**config.mk**
```make
export PLATFORM = sky130hd
export DESIGN_NAME = spi_reg_bank_flat
export DESIGN_NICKNAME = d
export VERILOG_FILES = /design/src/rtl/spi_pkg.sv /design/src/rtl/spi_reg_bank_if.sv /design/src/rtl/spi_sync_edge.sv /design/src/rtl/spi_reg_bank.sv /design/src/flat_wrapper.sv
export SDC_FILE = /design/constraint.sdc
export NUM_CORES = 1
export LEC_CHECK = 0
export ABC_AREA = 1
export BUFFER_PORTS_ARGS = -buffer_cell sky130_fd_sc_hd__buf_4
export CAP_MARGIN = 25
export CORE_ASPECT_RATIO = 0.7
export CORE_MARGIN = 8
export CORE_UTILIZATION = 57
export CTS_CLUSTER_SIZE = 10
export DETAILED_ROUTE_END_ITERATION = 8
export PLACE_DENSITY_LB_ADDON = 0.1
export SYNTH_ARGS = -nofsm -noshare
export SYNTH_HDL_FRONTEND = slang
export SYNTH_SLANG_ARGS = --single-unit
```
**constraint.sdc**
```tcl
create_clock -name clk -period 2.2 [get_ports clk]
set_input_delay 0.55 -clock clk [delete_from_list [all_inputs] [get_ports clk]]
set_output_delay 0.55 -clock clk [all_outputs]
set_load 0.02 [all_outputs]
```
**src/rtl/spi_pkg.sv**
```systemverilog
// Shared types for the SPI register bank: FSM state encoding and R/W command bit values.
package spi_pkg;

    typedef enum logic [1:0] {
        ST_IDLE = 2'd0,
        ST_CMD  = 2'd1,
        ST_DATA = 2'd2
    } spi_state_e;

    localparam logic RW_WRITE = 1'b1;
    localparam logic RW_READ  = 1'b0;

endpackage

```
**src/rtl/spi_reg_bank_if.sv**
```systemverilog
// SPI target-side pin bundle; the host drives nCS/SCLK/COPI and the bank drives CIPO.
interface spi_reg_bank_if;
    logic nCS;
    logic SCLK;
    logic COPI;
    logic CIPO;

    modport master (output nCS, output SCLK, output COPI, input CIPO);
    modport slave  (input nCS, input SCLK, input COPI, output CIPO);
endinterface

```
**src/rtl/spi_sync_edge.sv**
```systemverilog
// Two-flop synchroniser for one asynchronous SPI pin, with single-cycle rise/fall pulses
// derived from the synchronised level.
module spi_sync_edge #(
    parameter logic IDLE_LVL = 1'b0
) (
    input  logic clk,
    input  logic rst_n,
    input  logic din,
    output logic dout,
    output logic rise,
    output logic fall
);
    logic meta_q;
    logic sync_q;
    logic prev_q;

    always_ff @(posedge clk) begin
        if (!rst_n) begin
            meta_q <= IDLE_LVL;
            sync_q <= IDLE_LVL;
            prev_q <= IDLE_LVL;
        end else begin
            meta_q <= din;
            sync_q <= meta_q;
            prev_q <= sync_q;
        end
    end

    assign dout = sync_q;
    assign rise = sync_q & ~prev_q;
    assign fall = ~sync_q & prev_q;
endmodule

```
**src/rtl/spi_reg_bank.sv**
```systemverilog
// SPI mode-0 target exposing NUM_REGS registers with burst auto-increment for reads and writes.
//   state   | meaning
//   IDLE    | waiting for nCS to fall
//   CMD     | shifting in the R/W bit and address
//   DATA    | shifting data words in (write) or out (read)
module spi_reg_bank
    import spi_pkg::*;
#(
    parameter int NUM_REGS = 5,
    parameter int DATA_W   = 8,
    parameter int ADDR_W   = 7
) (
    input  logic                       clk,
    input  logic                       rst_n,
    spi_reg_bank_if.slave              spi,
    output logic [NUM_REGS*DATA_W-1:0] regs_out,
    output logic                       wr_strobe,
    output logic [ADDR_W-1:0]          wr_addr
);
    localparam int CNT_W = $clog2(ADDR_W + 1);
    localparam int BIT_W = $clog2(DATA_W);

    logic ncs_s, ncs_rise, ncs_fall;
    logic sclk_s, sclk_rise, sclk_fall;
    logic copi_s, copi_rise, copi_fall;
    logic unused_sync;

    spi_sync_edge #(.IDLE_LVL(1'b1)) u_sync_ncs (
        .clk(clk), .rst_n(rst_n), .din(spi.nCS),
        .dout(ncs_s), .rise(ncs_rise), .fall(ncs_fall)
    );
    spi_sync_edge #(.IDLE_LVL(1'b0)) u_sync_sclk (
        .clk(clk), .rst_n(rst_n), .din(spi.SCLK),
        .dout(sclk_s), .rise(sclk_rise), .fall(sclk_fall)
    );
    spi_sync_edge #(.IDLE_LVL(1'b0)) u_sync_copi (
        .clk(clk), .rst_n(rst_n), .din(spi.COPI),
        .dout(copi_s), .rise(copi_rise), .fall(copi_fall)
    );

    assign unused_sync = ^{ncs_s, sclk_s, copi_rise, copi_fall};

    spi_state_e                 state_q, state_d;
    logic [CNT_W-1:0]           cmd_cnt_q;
    logic [ADDR_W-1:0]          cmd_sr_q;
    logic                       is_wr_q;
    logic [BIT_W-1:0]           bit_cnt_q;
    logic [DATA_W-2:0]          in_sr_q;
    logic [DATA_W-1:0]          out_sr_q;
    logic [ADDR_W-1:0]          ptr_q;
    logic                       load_q;
    logic [NUM_REGS*DATA_W-1:0] regs_q;
    logic                       wr_strobe_q;
    logic [ADDR_W-1:0]          wr_addr_q;

    logic                       cmd_done;
    logic                       word_done;
    logic [ADDR_W:0]            cmd_full;
    logic [DATA_W-1:0]          word_full;
    logic                       ptr_in_range;
    logic [DATA_W-1:0]          rd_word;

    assign cmd_full     = {cmd_sr_q, copi_s};
    assign word_full    = {in_sr_q, copi_s};
    assign ptr_in_range = ({1'b0, ptr_q} < (ADDR_W + 1)'(NUM_REGS));

    always_comb begin
        rd_word = '0;
        for (int i = 0; i < NUM_REGS; i++) begin
            if (ptr_q == ADDR_W'(i)) rd_word = regs_q[i*DATA_W +: DATA_W];
        end
    end

    always_ff @(posedge clk) begin
        if (!rst_n) state_q <= ST_IDLE;
        else        state_q <= state_d;
    end

    always_comb begin
        state_d   = state_q;
        cmd_done  = 1'b0;
        word_done = 1'b0;
        unique case (state_q)
            ST_IDLE: if (ncs_fall) state_d = ST_CMD;
            ST_CMD: begin
                if (sclk_rise && cmd_cnt_q == CNT_W'(ADDR_W)) begin
                    cmd_done = 1'b1;
                    state_d  = ST_DATA;
                end
            end
            ST_DATA: if (sclk_rise && bit_cnt_q == BIT_W'(DATA_W - 1)) word_done = 1'b1;
            default: state_d = ST_IDLE;
        endcase
        // A word completing on the same cycle as nCS release still commits below.
        if (ncs_rise) state_d = ST_IDLE;
    end

    always_ff @(posedge clk) begin
        if (!rst_n) begin
            cmd_cnt_q   <= '0;
            cmd_sr_q    <= '0;
            is_wr_q     <= 1'b0;
            bit_cnt_q   <= '0;
            in_sr_q     <= '0;
            out_sr_q    <= '0;
            ptr_q       <= '0;
            load_q      <= 1'b0;
            regs_q      <= '0;
            wr_strobe_q <= 1'b0;
            wr_addr_q   <= '0;
        end else begin
            wr_strobe_q <= 1'b0;
            load_q      <= 1'b0;

            if (state_q == ST_IDLE && ncs_fall) begin
                cmd_cnt_q <= '0;
                cmd_sr_q  <= '0;
                bit_cnt_q <= '0;
                in_sr_q   <= '0;
            end

            if (state_q == ST_CMD && sclk_rise) begin
                cmd_sr_q  <= cmd_full[ADDR_W-1:0];
                cmd_cnt_q <= cmd_cnt_q + CNT_W'(1);
            end

            if (cmd_done) begin
                is_wr_q <= (cmd_full[ADDR_W] == RW_WRITE);
                ptr_q   <= cmd_full[ADDR_W-1:0];
                load_q  <= (cmd_full[ADDR_W] == RW_READ);
            end

            if (state_q == ST_DATA && sclk_rise) begin
                in_sr_q   <= word_full[DATA_W-2:0];
                bit_cnt_q <= word_done ? '0 : bit_cnt_q + BIT_W'(1);
            end

            if (word_done) begin
                ptr_q <= ptr_q + ADDR_W'(1);
                if (is_wr_q) begin
                    if (ptr_in_range) begin
                        wr_strobe_q <= 1'b1;
                        wr_addr_q   <= ptr_q;
                    end
                end else begin
                    load_q <= 1'b1;
                end
            end

            for (int i = 0; i < NUM_REGS; i++) begin
                if (word_done && is_wr_q && ptr_q == ADDR_W'(i))
                    regs_q[i*DATA_W +: DATA_W] <= word_full;
            end

            // The falling edge right after a word boundary must not shift away the fresh MSB.
            if (load_q)
                out_sr_q <= rd_word;
            else if (state_q == ST_DATA && sclk_fall && bit_cnt_q != '0)
                out_sr_q <= out_sr_q << 1;
        end
    end

    assign spi.CIPO  = (state_q == ST_DATA && !is_wr_q) ? out_sr_q[DATA_W-1] : 1'b0;
    assign regs_out  = regs_q;
    assign wr_strobe = wr_strobe_q;
    assign wr_addr   = wr_addr_q;
endmodule

```
**src/flat_wrapper.sv**
```systemverilog
// flat-port wrapper written by rule: the top's interface ports become plain ports
module spi_reg_bank_flat import spi_pkg::*;
#(
    parameter int NUM_REGS = 5,
    parameter int DATA_W   = 8,
    parameter int ADDR_W   = 7
)
  (clk, rst_n, regs_out, wr_strobe, wr_addr, spi_nCS, spi_SCLK, spi_COPI, spi_CIPO);
  spi_reg_bank_if spi_i ();
  input  logic clk;
  input  logic rst_n;
  output logic [NUM_REGS*DATA_W-1:0] regs_out;
  output logic wr_strobe;
  output logic [ADDR_W-1:0] wr_addr;
  input wire logic [$bits(spi_i.nCS)-1:0] spi_nCS;
  input wire logic [$bits(spi_i.SCLK)-1:0] spi_SCLK;
  input wire logic [$bits(spi_i.COPI)-1:0] spi_COPI;
  output wire logic [$bits(spi_i.CIPO)-1:0] spi_CIPO;
  assign spi_i.nCS = spi_nCS;
  assign spi_i.SCLK = spi_SCLK;
  assign spi_i.COPI = spi_COPI;
  assign spi_CIPO = spi_i.CIPO;
  spi_reg_bank #(.NUM_REGS(NUM_REGS), .DATA_W(DATA_W), .ADDR_W(ADDR_W)) u_core (.clk(clk), .rst_n(rst_n), .spi(spi_i), .regs_out(regs_out), .wr_strobe(wr_strobe), .wr_addr(wr_addr));
endmodule
```
* Yosys cells after proc, flatten, opt, wreduce, memory -nomap -nowiden
Index checks and enable logic that the tools add are counted.
** Word-level totals
- Flip-flop bits (word level) :: 95
- Input port bits :: 5
- Output and inout port bits :: 49
- Logic and storage cells :: 103
** Cells by class
- Equal/unequal tests :: 10
- Add/sub/neg operators :: 3
- Reductions and logical operators :: 26
- Multiplexer cells :: 28
- Order comparisons :: 1
- Bitwise gates (word level) :: 11
** Operators with widths (number)
- 2-to-1 mux 8 bit :: 7
- 2-to-1 mux 7 bit :: 5
- equality test 7 x 2 -> 1 bit, second input constant :: 2
- logical AND 1 bit :: 14
- 2-to-1 mux 3 bit :: 4
- 2-to-1 mux 1 bit :: 9
- AND reduction 3 bit :: 3
- nonzero test 2 bit :: 4
- adder 7 x 1 -> 7 bit, second input constant :: 1
- equality test 7 x 1 -> 1 bit, second input constant :: 1
- equality test 7 x 3 -> 1 bit, second input constant :: 1
- zero test 7 bit :: 1
- less-than comparator 7 x 3 -> 1 bit, second input constant :: 1
- NOT 1 bit :: 7
- adder 3 x 1 -> 3 bit, second input constant :: 2
- equality test 3 bit, second input constant :: 2
- one-hot mux 2 bit (3 select lines) :: 1
- bitwise AND 1 bit :: 4
- 2-to-1 mux 2 bit :: 2
- != test 2 x 1 -> 1 bit, second input constant :: 2
- nonzero test 3 bit :: 1
- equality test 2 x 1 -> 1 bit, second input constant :: 1
- equality test 2 bit, second input constant :: 1
- zero test 2 bit :: 1
- other kinds (2) :: 2

* Depth between registers and ports, before layout
Gate-level depths: netlist of the first run.
- Depth after elaboration :: 8
- Gate-level depth with buffers :: 11
- Gate-level depth less buffers :: 11

* Cells and area by module
Synthesis of the first run repeated with hierarchy kept, for this count alone.
** Unflattened totals
- Cells, all modules :: 552
- Area, all modules :: 4179.0 µm²
** Modules (own cells, without submodules)
- spi_reg_bank :: area an instance 3885.0 µm², seq. area each 1741.7 µm², instances 1, cells each 514
- spi_sync_edge at u_core.u_sync_copi ... :: area an instance 100.1 µm², seq. area each 60.1 µm², instances 2, cells each 13
- spi_sync_edge at u_core.u_sync_ncs :: area an instance 93.8 µm², seq. area each 60.1 µm², instances 1, cells each 12

* Worst setup path after synthesis of the first run
No wires, ideal clock.
- Path type :: register to register
- From :: register u_core.bit_cnt_q[0]
- To :: register u_core.regs_q[28], in the netlist u_core.regs_out[28]
- Buffers on the path :: 1
- Period minus slack after synthesis :: 1611 ps
- Stages on the path, launching flop included :: 12
- Data arrival time :: 1496 ps
- Required time :: 2085 ps
- Setup time :: 115 ps
- Path slack :: 589 ps
- Path through :: dfxtp_1 > ha_1 > ha_1 > inv_1 > nor2_8 > nand2_4 > clkinv_4 > nand2_4 > clkinv_4 > buf_6 > o21ai_2 > a21oi_2
** Between the ends
- Longest elaborated chain between the ends :: 6
** RTL lines
- start, declared :: line spi_reg_bank.sv:47 : logic [BIT_W-1:0] bit_cnt_q;
- start signal, assigned :: line spi_reg_bank.sv:135 : bit_cnt_q <= word_done ? '0 : bit_cnt_q + BIT_W'(1);
- equality test 3 bit :: line spi_reg_bank.sv:91 : ST_DATA: if (sclk_rise && bit_cnt_q == BIT_W'(DATA_W - 1)) word_done = 1'b1;
- logical AND 1 bit :: line spi_reg_bank.sv:91
- 2-to-1 mux 1 bit :: line spi_reg_bank.sv:91
- 2-to-1 mux 1 bit :: line spi_reg_bank.sv:83 : unique case (state_q)
- logical AND 1 bit (2 in a row) :: line spi_reg_bank.sv:151 : if (word_done && is_wr_q && ptr_q == ADDR_W'(i))
- end signal, assigned by index :: line spi_reg_bank.sv:152 : regs_q[i*DATA_W +: DATA_W] <= word_full;
- end, declared :: line spi_reg_bank.sv:52 : logic [NUM_REGS*DATA_W-1:0] regs_q;
Every way passes these cells.
A chain may end at the register's enable or synchronous reset.

* Worst setup path after layout of the first run
- From :: register u_core.ptr_q[0]
- To :: register u_core.regs_q[32], in the netlist u_core.regs_out[32]
** Between the ends
- Longest elaborated chain between the ends :: 2
** RTL lines
- start, declared :: line spi_reg_bank.sv:50 : logic [ADDR_W-1:0] ptr_q;
- start signal, assigned :: line spi_reg_bank.sv:129 : ptr_q <= cmd_full[ADDR_W-1:0];
- start signal, assigned :: line spi_reg_bank.sv:139 : ptr_q <= ptr_q + ADDR_W'(1);
- equality test 7 x 3 -> 1 bit :: line spi_reg_bank.sv:151
- logical AND 1 bit :: line spi_reg_bank.sv:151
Every way passes these cells.

==> reports/metrics.cfg, run 1 <==
[run_status]
status=completed

[final_layout]
drive_gt1_frac=0.177
final_util=0.669
areaGrowthSynthToFinish_pct=15.1
nNetsFinal=608
antenna_cells=0

[power_and_ir_drop]
power_uw=3010
vdd_ir_drop_max_uv=346
power.density_nw_per_um2=623
p_leak_uw=0.00209

[sta]
max_freq_mhz=507
period_share=0.897
tightest_slew_ps=613
tns_ps=0
hold_viol=0
finalWorstSetupSlack_ps=227
setup_viol=0
rsz0062_at_grt=false
skew_ps=10.6
max-slew-margin-rel=0.591
finalCriticalPeriod_ps=1970
drv_slew=0

[placed_design]
dp_hpwl_um=7470
gp_congestion=0.887
io_buffers=53
pre_cts_ws_ps=297

[run]
maxCapViolations=0

[worst_setup_path]
crit_slowest_cell=nor2_4
crit_buf_inv=1
cp-end-kind=flip-flop
slowest_delay_ps=400
worstSetupPathType=flip-flop to flip-flop
critical_path_required_ps=2450
critPathArrivalTime_ps=2220
path_cells=inv_1, ha_1, nand3_1, nor2_4, nand2_2, o21ai_0, a21oi_1
cp-start-kind=flip-flop
cp_max_fo=17
cp_top_family=simple AND/OR/NAND/NOR gates

[logic_synthesis]
synth_xor_area_frac=0.00835
synth_top_family_by_area=compound AO/OA/AOI/OAI gates
syn_inst=547
yosys_warnings=0
netlist_area_um2=4200
ys_ff_latch=95
yosys.area_share.adder=0.0268
synth.distinct_cells=33
synth_mux_area_frac=0
yosys.area_share.simple=0.200
synth-compound-area-share=0.217
synth.yosys.seq_area_share=0.453
postSynthNetCount=561
synth.avg_cell_area_um2=7.67

[clock_network]
cts_resized=0
cts_tree=done
post_cts_buffers=0
cts.clk_slew.worst_paths_ps=90
cts_hold_buf=0
cts.sinks=95
h-tree-depth=3
cts_root_buf=clkbuf_8
cts_buffers=9
clk_latency_ps=360
clk_path_buf_depth=2

[global_route]
grt_use_total=0.198
grt_pass1_wl_um=16600
grt_pass1_vias=3363
grt_max_degree=65
antenna_found_initial=0
overflow=0

[detailed_routing]
drtIter0Drc=265
ant_nets=0
wire_per_inst_um=14.7
via_per_inst=5.33
drc=0
via_count=3715
firstDrtPassIters=4
routed_wl_um=10300

[min_path]
hp-class=primary input to flip-flop

[die]
ios=54
std_cell_rows=26
core_area_um2=7220
die_w_um=119
die_h_um=87.8
dieArea_um2=10400
start_util=0.581

==> power by group <==
group	switching (µW)	total, µW	internal (µW)
combinational	44.4	64.4	19.9
clock	619	1220	598
sequential	4.78	1730	1730
total	669	3010	2340
==> per-stage QoR <==
| stage | area, µm² | std cells | hold slack, ps |
|---|---|---|---|
| floorplan | 4200 | 547 | 390 |
| global placement | 4620 | 681 | 396 |
| CTS | 4830 | 697 | 351 |
| detailed placement | 4620 | 681 | 396 |
| global route | 4830 | 697 | 364 |
| finish | 4830 | 697 | 361 |
==> synth_stat cells <==
cell type	n	area, µm²
nor3_1	3	15.0
nor2_1	17	63.8
o211ai_1	1	7.51
a21oi_2	2	17.5
clkbuf_1	11	41.3
nor2_4	7	78.8
clkbuf_2	1	5.00
nand2_1	103	387
nor2_8	2	40.0
dfxtp_1	95	1900
inv_2	3	11.3
nor2_2	3	18.8
o21ai_2	2	17.5
a211oi_1	2	15.0
nand2_2	5	31.3
nand3_1	25	125
a21oi_1	103	515
or2_2	2	12.5
a31oi_1	2	12.5
o21ai_0	55	275
o2111ai_1	1	8.76
clkinv_4	2	17.5
buf_6	7	78.8
ha_1	9	113
buf_2	2	10.0
nand4_1	1	6.26
buf_1	1	3.75
clkinv_1	3	11.3
nor3b_1	2	15.0
xor2_1	4	35.0
nand2_4	4	45.0
o21ai_1	8	40.0
inv_1	59	221
==> path summary, 6_finish.rpt <==
check	start	to	slack, ps	cells past startpoint
worst max-delay path	u_core.ptr_q[0]	u_core.regs_out[32]	230	7
worst max register to register	u_core.ptr_q[0]	u_core.regs_out[32]	230	7
worst min register to register	u_core.u_sync_copi.meta_q	u_core.u_sync_copi.dout	420	2
worst min-delay path	spi_COPI	u_core.u_sync_copi.meta_q	360	3
==> routing by layer <==
metal  GRT usage  wire, µm
met5           0         0
met4      0.0560       126
met3      0.0496       749
met1       0.273      4930
met2       0.301      4450
==> cells in the final DEF (no fill, tap or decap), types with 4 or more instances in the layout <==
cell type | synthesis | layout
nand2_1 | 103 | 103
ha_1 | 9 | 9
o21ai_0 | 55 | 55
nand2_4 | 4 | 4
dfxtp_1 | 95 | 95
nand3_1 | 25 | 25
clkinv_4 | 2 | 5
inv_1 | 59 | 59
nor2_4 | 7 | 7
clkbuf_8 | 0 | 11
a21oi_1 | 103 | 103
buf_4 | 0 | 58
xor2_1 | 4 | 4
o21ai_1 | 8 | 8
nor2_1 | 17 | 17
nand2_2 | 5 | 5
==> layout make-up <==
type / count / area [µm²]
fill: 673 / 2390
tap: 98 / 123
multi-input combinational: 363 / 1900
sequential: 95 / 1900
clock inverter: 5 / 65.1
clock buffer: 11 / 151
timing repair buffer: 58 / 435
inverter: 67 / 262
==> state kept, by name (all words and copies together), names as in the netlist <==
signal and flops:
u_core.regs_out 40, u_core.out_sr_q 8, u_core.cmd_sr_q 7, u_core.in_sr_q 7, u_core.ptr_q 7, u_core.wr_addr 7
u_core.bit_cnt_q 3, u_core.cmd_cnt_q 3, u_core.state_q 2, u_core.is_wr_q 1, u_core.load_q 1, u_core.u_sync_copi.dout 1
u_core.u_sync_copi.meta_q 1, u_core.u_sync_ncs.dout 1, u_core.u_sync_ncs.meta_q 1, u_core.u_sync_ncs.prev_q 1, u_core.u_sync_sclk.dout 1, u_core.u_sync_sclk.meta_q 1
u_core.u_sync_sclk.prev_q 1, u_core.wr_strobe 1
==> cells by family after synthesis <==
group | Yosys count
compound gates | 176
simple gates | 174
flops | 95
buf+inv | 89
fa+ha+maj | 9
xor+xnor | 4
==> tightest hold or removal path, delay by kind of cell <==
| family | cells | cell delay, ps |
|---|---|---|
| buffers and inverters | 2 | 110 |
| and+or+nand+nor | 1 | 40 |
(Power assumes the default switching activity.)
==> run 2: changes to the inputs <==
--- a/config.mk
+++ b/config.mk
@@ -16,4 +16,5 @@
 export PLACE_DENSITY_LB_ADDON = 0.1
 export SYNTH_ARGS = -nofsm -noshare
 export SYNTH_HDL_FRONTEND = slang
+export SYNTH_HIERARCHICAL = 1
 export SYNTH_SLANG_ARGS = --single-unit
==> reports/metrics.cfg, run 2 <==
[min_path]
hp-class=primary input to flip-flop

[die]
die_w_um=118  ; -0.66%
std_cell_rows=26  ; unchanged
die_h_um=87.3  ; -0.63%
ios=54  ; unchanged
dieArea_um2=10300  ; -1.3%
start_util=0.578  ; -0.00363
core_area_um2=7160  ; -0.90%

[global_route]
grt_pass1_vias=3432  ; +2.1%
grt_use_total=0.208  ; +0.00987
grt_pass1_wl_um=17100  ; +3.3%
grt_max_degree=51  ; -22%
overflow=0  ; unchanged
antenna_found_initial=0  ; unchanged

[worst_setup_path]
crit_top_cell=nor2_4
cp-end-kind=flip-flop
critPathArrivalTime_ps=2310  ; +90 ps
cp-start-kind=flip-flop
worstSetupPathType=flip-flop to flip-flop
cp_max_fo=16  ; -1
crit_slowest_cell=dfxtp_1
crit_buf_inv=2  ; +1
cp_top_family=simple AND/OR/NAND/NOR gates
path_cells=inv_1, ha_1, nand2_1, nor2_4, inv_2, nor2_4, o21ai_0, a21oi_1
critical_path_required_ps=2490  ; +40 ps
slowest_delay_ps=360  ; -40 ps

[logic_synthesis]
postSynthNetCount=559  ; -0.36%
yosys_warnings=6  ; +6
syn_inst=545  ; -0.37%
synth.avg_cell_area_um2=7.59  ; -1.2%
netlist_area_um2=4130  ; -1.5%

[clock_network]
cts_root_buf=clkbuf_8
cts.sinks=95  ; unchanged
cts_tree=done
clk_latency_ps=370  ; about the same
h-tree-depth=3  ; unchanged
cts_buffers=9  ; unchanged
post_cts_buffers=0  ; unchanged
cts_hold_buf=0  ; unchanged
clk_path_buf_depth=2  ; unchanged
cts_resized=0  ; unchanged
cts.clk_slew.worst_paths_ps=90  ; about the same

[detailed_routing]
drc=0  ; unchanged
wire_per_inst_um=15.3  ; +3.9%
via_per_inst=5.34  ; +0.24%
routed_wl_um=10700  ; +4.8%
drtIter0Drc=402  ; +52%
via_count=3756  ; +1.1%
ant_nets=0  ; unchanged
firstDrtPassIters=7  ; +3

[placed_design]
gp_congestion=0.873  ; -1.6%
pre_cts_ws_ps=267  ; -29.7 ps
io_buffers=53  ; unchanged
dp_hpwl_um=7670  ; +2.7%

[final_layout]
areaGrowthSynthToFinish_pct=16.5
final_common_cell=nand2_1
antenna_cells=0  ; unchanged
final_util=0.673  ; +0.00346
largest_register_ff_count=40  ; unchanged
drive_gt1_frac=0.177  ; about the same
layout_common_cells=nand2_1, dfxtp_1, a21oi_1
nNetsFinal=614  ; +0.99%

[sta]
timing.hold.ws_ps=341  ; -20.1 ps
finalCriticalPeriod_ps=2020  ; +49.9 ps
skew_ps=9.38  ; -1.26 ps
max_freq_mhz=494  ; -2.5%
max-slew-margin-rel=0.657  ; +0.0659
period_share=0.919  ; +0.0227
tightest_slew_ps=511  ; -101 ps
drv_slew=0  ; unchanged
rsz0062_at_grt=false
finalWorstSetupSlack_ps=178  ; -49.9 ps
setup_viol=0  ; unchanged
tns_ps=0  ; unchanged
hold_viol=0  ; unchanged

[power_and_ir_drop]
vdd_ir_drop_max_uv=512  ; +48%
power.density_nw_per_um2=630  ; +1.2%
p_leak_uw=0.00208  ; -0.25%

[run_status]
status=completed

[run]
maxCapViolations=0  ; unchanged

[run 2: power breakdown]
part	switching [µW]	internal, µW
Combinational	43.7	17.1
Clock	604	641
Sequential	4.94	1730
[run 2: layout make-up]
cell class,count,area (µm²)
fillers,645,2340
flip-flops and latches,95,1900
multi-input cells,374,1900
repair buffers,59,443
inverters,61,233
clock buffers,11,131
well taps,98,123
clock inverters,5,82.6
[run 2: per-layer routing]
layer,vias up,global-route usage,wire length (µm)
met2,140,0.308,4520
met1,1716,0.284,5210
met4,0,0.0486,113
met5,-,0,0
li1,1889,-,-
met3,11,0.0699,907
[run 2: final timing paths]
| path | depth (start not counted) | startpoint | slack, ps | end |
|---|---|---|---|---|
| max | 8 | u_core/ptr_q[0] | 180 | u_core/regs_out[18] |
| max reg2reg | 8 | u_core/ptr_q[0] | 180 | u_core/regs_out[18] |
| min reg2reg | 2 | u_core/u_sync_ncs/meta_q | 430 | u_core/u_sync_ncs/dout |
| min | 3 | spi_nCS | 340 | u_core/u_sync_ncs/meta_q |
[run 2: through the flow]
stage / instances / cell area (µm²) / total power [µW]
3_3_place_gp: 687 / 4600 / 1830
6_report: 703 / 4810 / 3040
5_1_grt: 703 / 4810 / 3140
3_5_place_dp: 687 / 4600 / 1830
2_1_floorplan: 545 / 4130 / 1800
4_1_cts: 703 / 4810 / 3060
[run 2: tightest hold or removal path: cells and delay by family]
family / cells / cell delay, ps
and+or+nand+nor: 1 / 40
buffers and inverters: 2 / 100
==> run 3: changes to the inputs <==
--- a/config.mk
+++ b/config.mk
@@ -10,7 +10,7 @@
 export CAP_MARGIN = 25
 export CORE_ASPECT_RATIO = 0.7
 export CORE_MARGIN = 8
-export CORE_UTILIZATION = 57
+export CORE_UTILIZATION = 50
 export CTS_CLUSTER_SIZE = 10
 export DETAILED_ROUTE_END_ITERATION = 8
 export PLACE_DENSITY_LB_ADDON = 0.1
==> reports/metrics.cfg, run 3 (same netlist as run 2, synthesis figures left out) <==
[run_status]
status=completed

[clock_network]
h-tree-depth=3  ; unchanged
cts_buffers=9  ; unchanged
clk_path_buf_depth=2  ; unchanged
cts.clk_slew.worst_paths_ps=60  ; -30 ps
cts_root_buf=clkbuf_16
post_cts_buffers=0  ; unchanged
cts.sinks=95  ; unchanged
cts_resized=0  ; unchanged
cts_hold_buf=0  ; unchanged
cts_tree=done
clk_latency_ps=340  ; -30 ps

[final_layout]
drive_gt1_frac=0.175  ; -0.00136
nNetsFinal=614  ; unchanged
antenna_cells=0  ; unchanged
areaGrowthSynthToFinish_pct=19.0
final_common_cell=nand2_1
n_fill_cell=736  ; +14%
largest_register_ff_count=40  ; unchanged
layout_common_cells=nand2_1, dfxtp_1, a21oi_1

[placed_design]
gp_congestion=0.886  ; +1.5%
dp_hpwl_um=8050  ; +5.0%
io_buffers=53  ; unchanged

[worst_setup_path]
cp_max_fo=8  ; -8
critical_path_required_ps=2470  ; -20 ps
r2r_slack_ps=260  ; +90 ps
cp-end-kind=flip-flop
cp-start-kind=flip-flop
critPathArrivalTime_ps=2200  ; -110 ps
worstSetupPathType=flip-flop to flip-flop

[sta]
max-slew-margin-rel=0.658  ; +0.00115
setup_viol=0  ; unchanged
rsz0062_at_grt=false
tns_ps=0  ; unchanged
skew_ps=7.56  ; -1.82 ps
tightest_slew_ps=510  ; -1.71 ps
hold_viol=0  ; unchanged
finalCriticalPeriod_ps=1940  ; -87.2 ps
drv_slew=0  ; unchanged
period_share=0.880  ; -0.0396
max_freq_mhz=517  ; +4.5%

[global_route]
grt_max_degree=51  ; unchanged
grt_pass1_wl_um=17500  ; +2.3%
grt_pass1_vias=3423  ; -0.26%
overflow=0  ; unchanged
grt_use_total=0.187  ; -0.0209
antenna_found_initial=0  ; unchanged

[detailed_routing]
drtIter0Drc=312  ; -22%
via_per_inst=5.36  ; +0.30%
via_count=3778  ; +0.59%
ant_nets=0  ; unchanged
drc=0  ; unchanged
wire_per_inst_um=15.7  ; +2.8%
firstDrtPassIters=5  ; -2
routed_wl_um=11100  ; +3.1%

[die]
dieArea_um2=11500  ; +12%
die_h_um=92.1  ; +5.5%
core_area_um2=7940  ; +11%
ios=54  ; unchanged
die_w_um=125  ; +5.8%
std_cell_rows=27  ; +3.8%
start_util=0.521  ; -0.0569

[power_and_ir_drop]
p_leak_uw=0.00214  ; +2.6%
vdd_ir_drop_max_uv=568  ; +11%
power_uw=3440  ; +13%
power.density_nw_per_um2=699  ; +11%

[run]
maxCapViolations=0  ; unchanged

[min_path]
hp-class=primary input to flip-flop

[run 3: per-layer routing]
| layer | wire, µm | global-route usage | vias up |
|---|---|---|---|
| met3 | 922 | 0.0604 | 6 |
| li1 | - | - | 1883 |
| met1 | 5500 | 0.266 | 1756 |
| met2 | 4600 | 0.268 | 133 |
| met4 | 54 | 0.0390 | 0 |
| met5 | 0 | 0 | - |
[run 3: worst max-delay path: stages (launching register included)]
cell,delay [ps]
dfxtp_1,380
ha_1,170
ha_1,130
inv_1,80
nor2_4,230
nand2_4,180
inv_1,130
nand2_1,200
inv_1,160
nand2_1,70
a21oi_1,130
[run 3: through the flow]
| stage | hold WS (ps) | setup WS, ps | cells | util | instance area [µm²] |
|---|---|---|---|---|---|
| after detailed placement | 393 | 266 | 690 | 0.580 | 4600 |
| after global routing | 379 | 71.0 | 705 | 0.620 | 4920 |
| after floorplan | 380 | 558 | 545 | - | 4130 |
| final | 382 | 265 | 705 | 0.620 | 4920 |
| after CTS | 372 | 241 | 705 | 0.619 | 4920 |
| after global placement | 389 | 312 | 690 | 0.580 | 4600 |
[run 3: area by class of cell]
class                           instances  area [µm²]  area share
Tap cell                              101         126      0.0257
Clock buffer                           12         246      0.0501
Multi-Input combinational cell        374        1900       0.386
Timing Repair Buffer                   59         443      0.0901
Sequential cell                        95        1900       0.387
Clock inverter                          3        67.6      0.0137
Inverter                               61         233      0.0473
[run 3: report_power, final]
group / internal [µW] / leakage (µW) / switching (µW)
sequential: 1730 / 0.000766 / 4.98
clock: 1020 / 0.000149 / 629
combinational: 15.9 / 0.00122 / 42.5
[run 3: final timing paths]
kind	startpoint	to	cells after the start
setup / recovery	u_core/bit_cnt_q[1]	u_core/wr_addr[2]	10
hold / removal	spi_nCS	u_core/u_sync_ncs/meta_q	3
setup reg to reg	u_core/bit_cnt_q[1]	u_core/wr_addr[2]	10
hold reg to reg	u_core/u_sync_ncs/meta_q	u_core/u_sync_ncs/dout	2
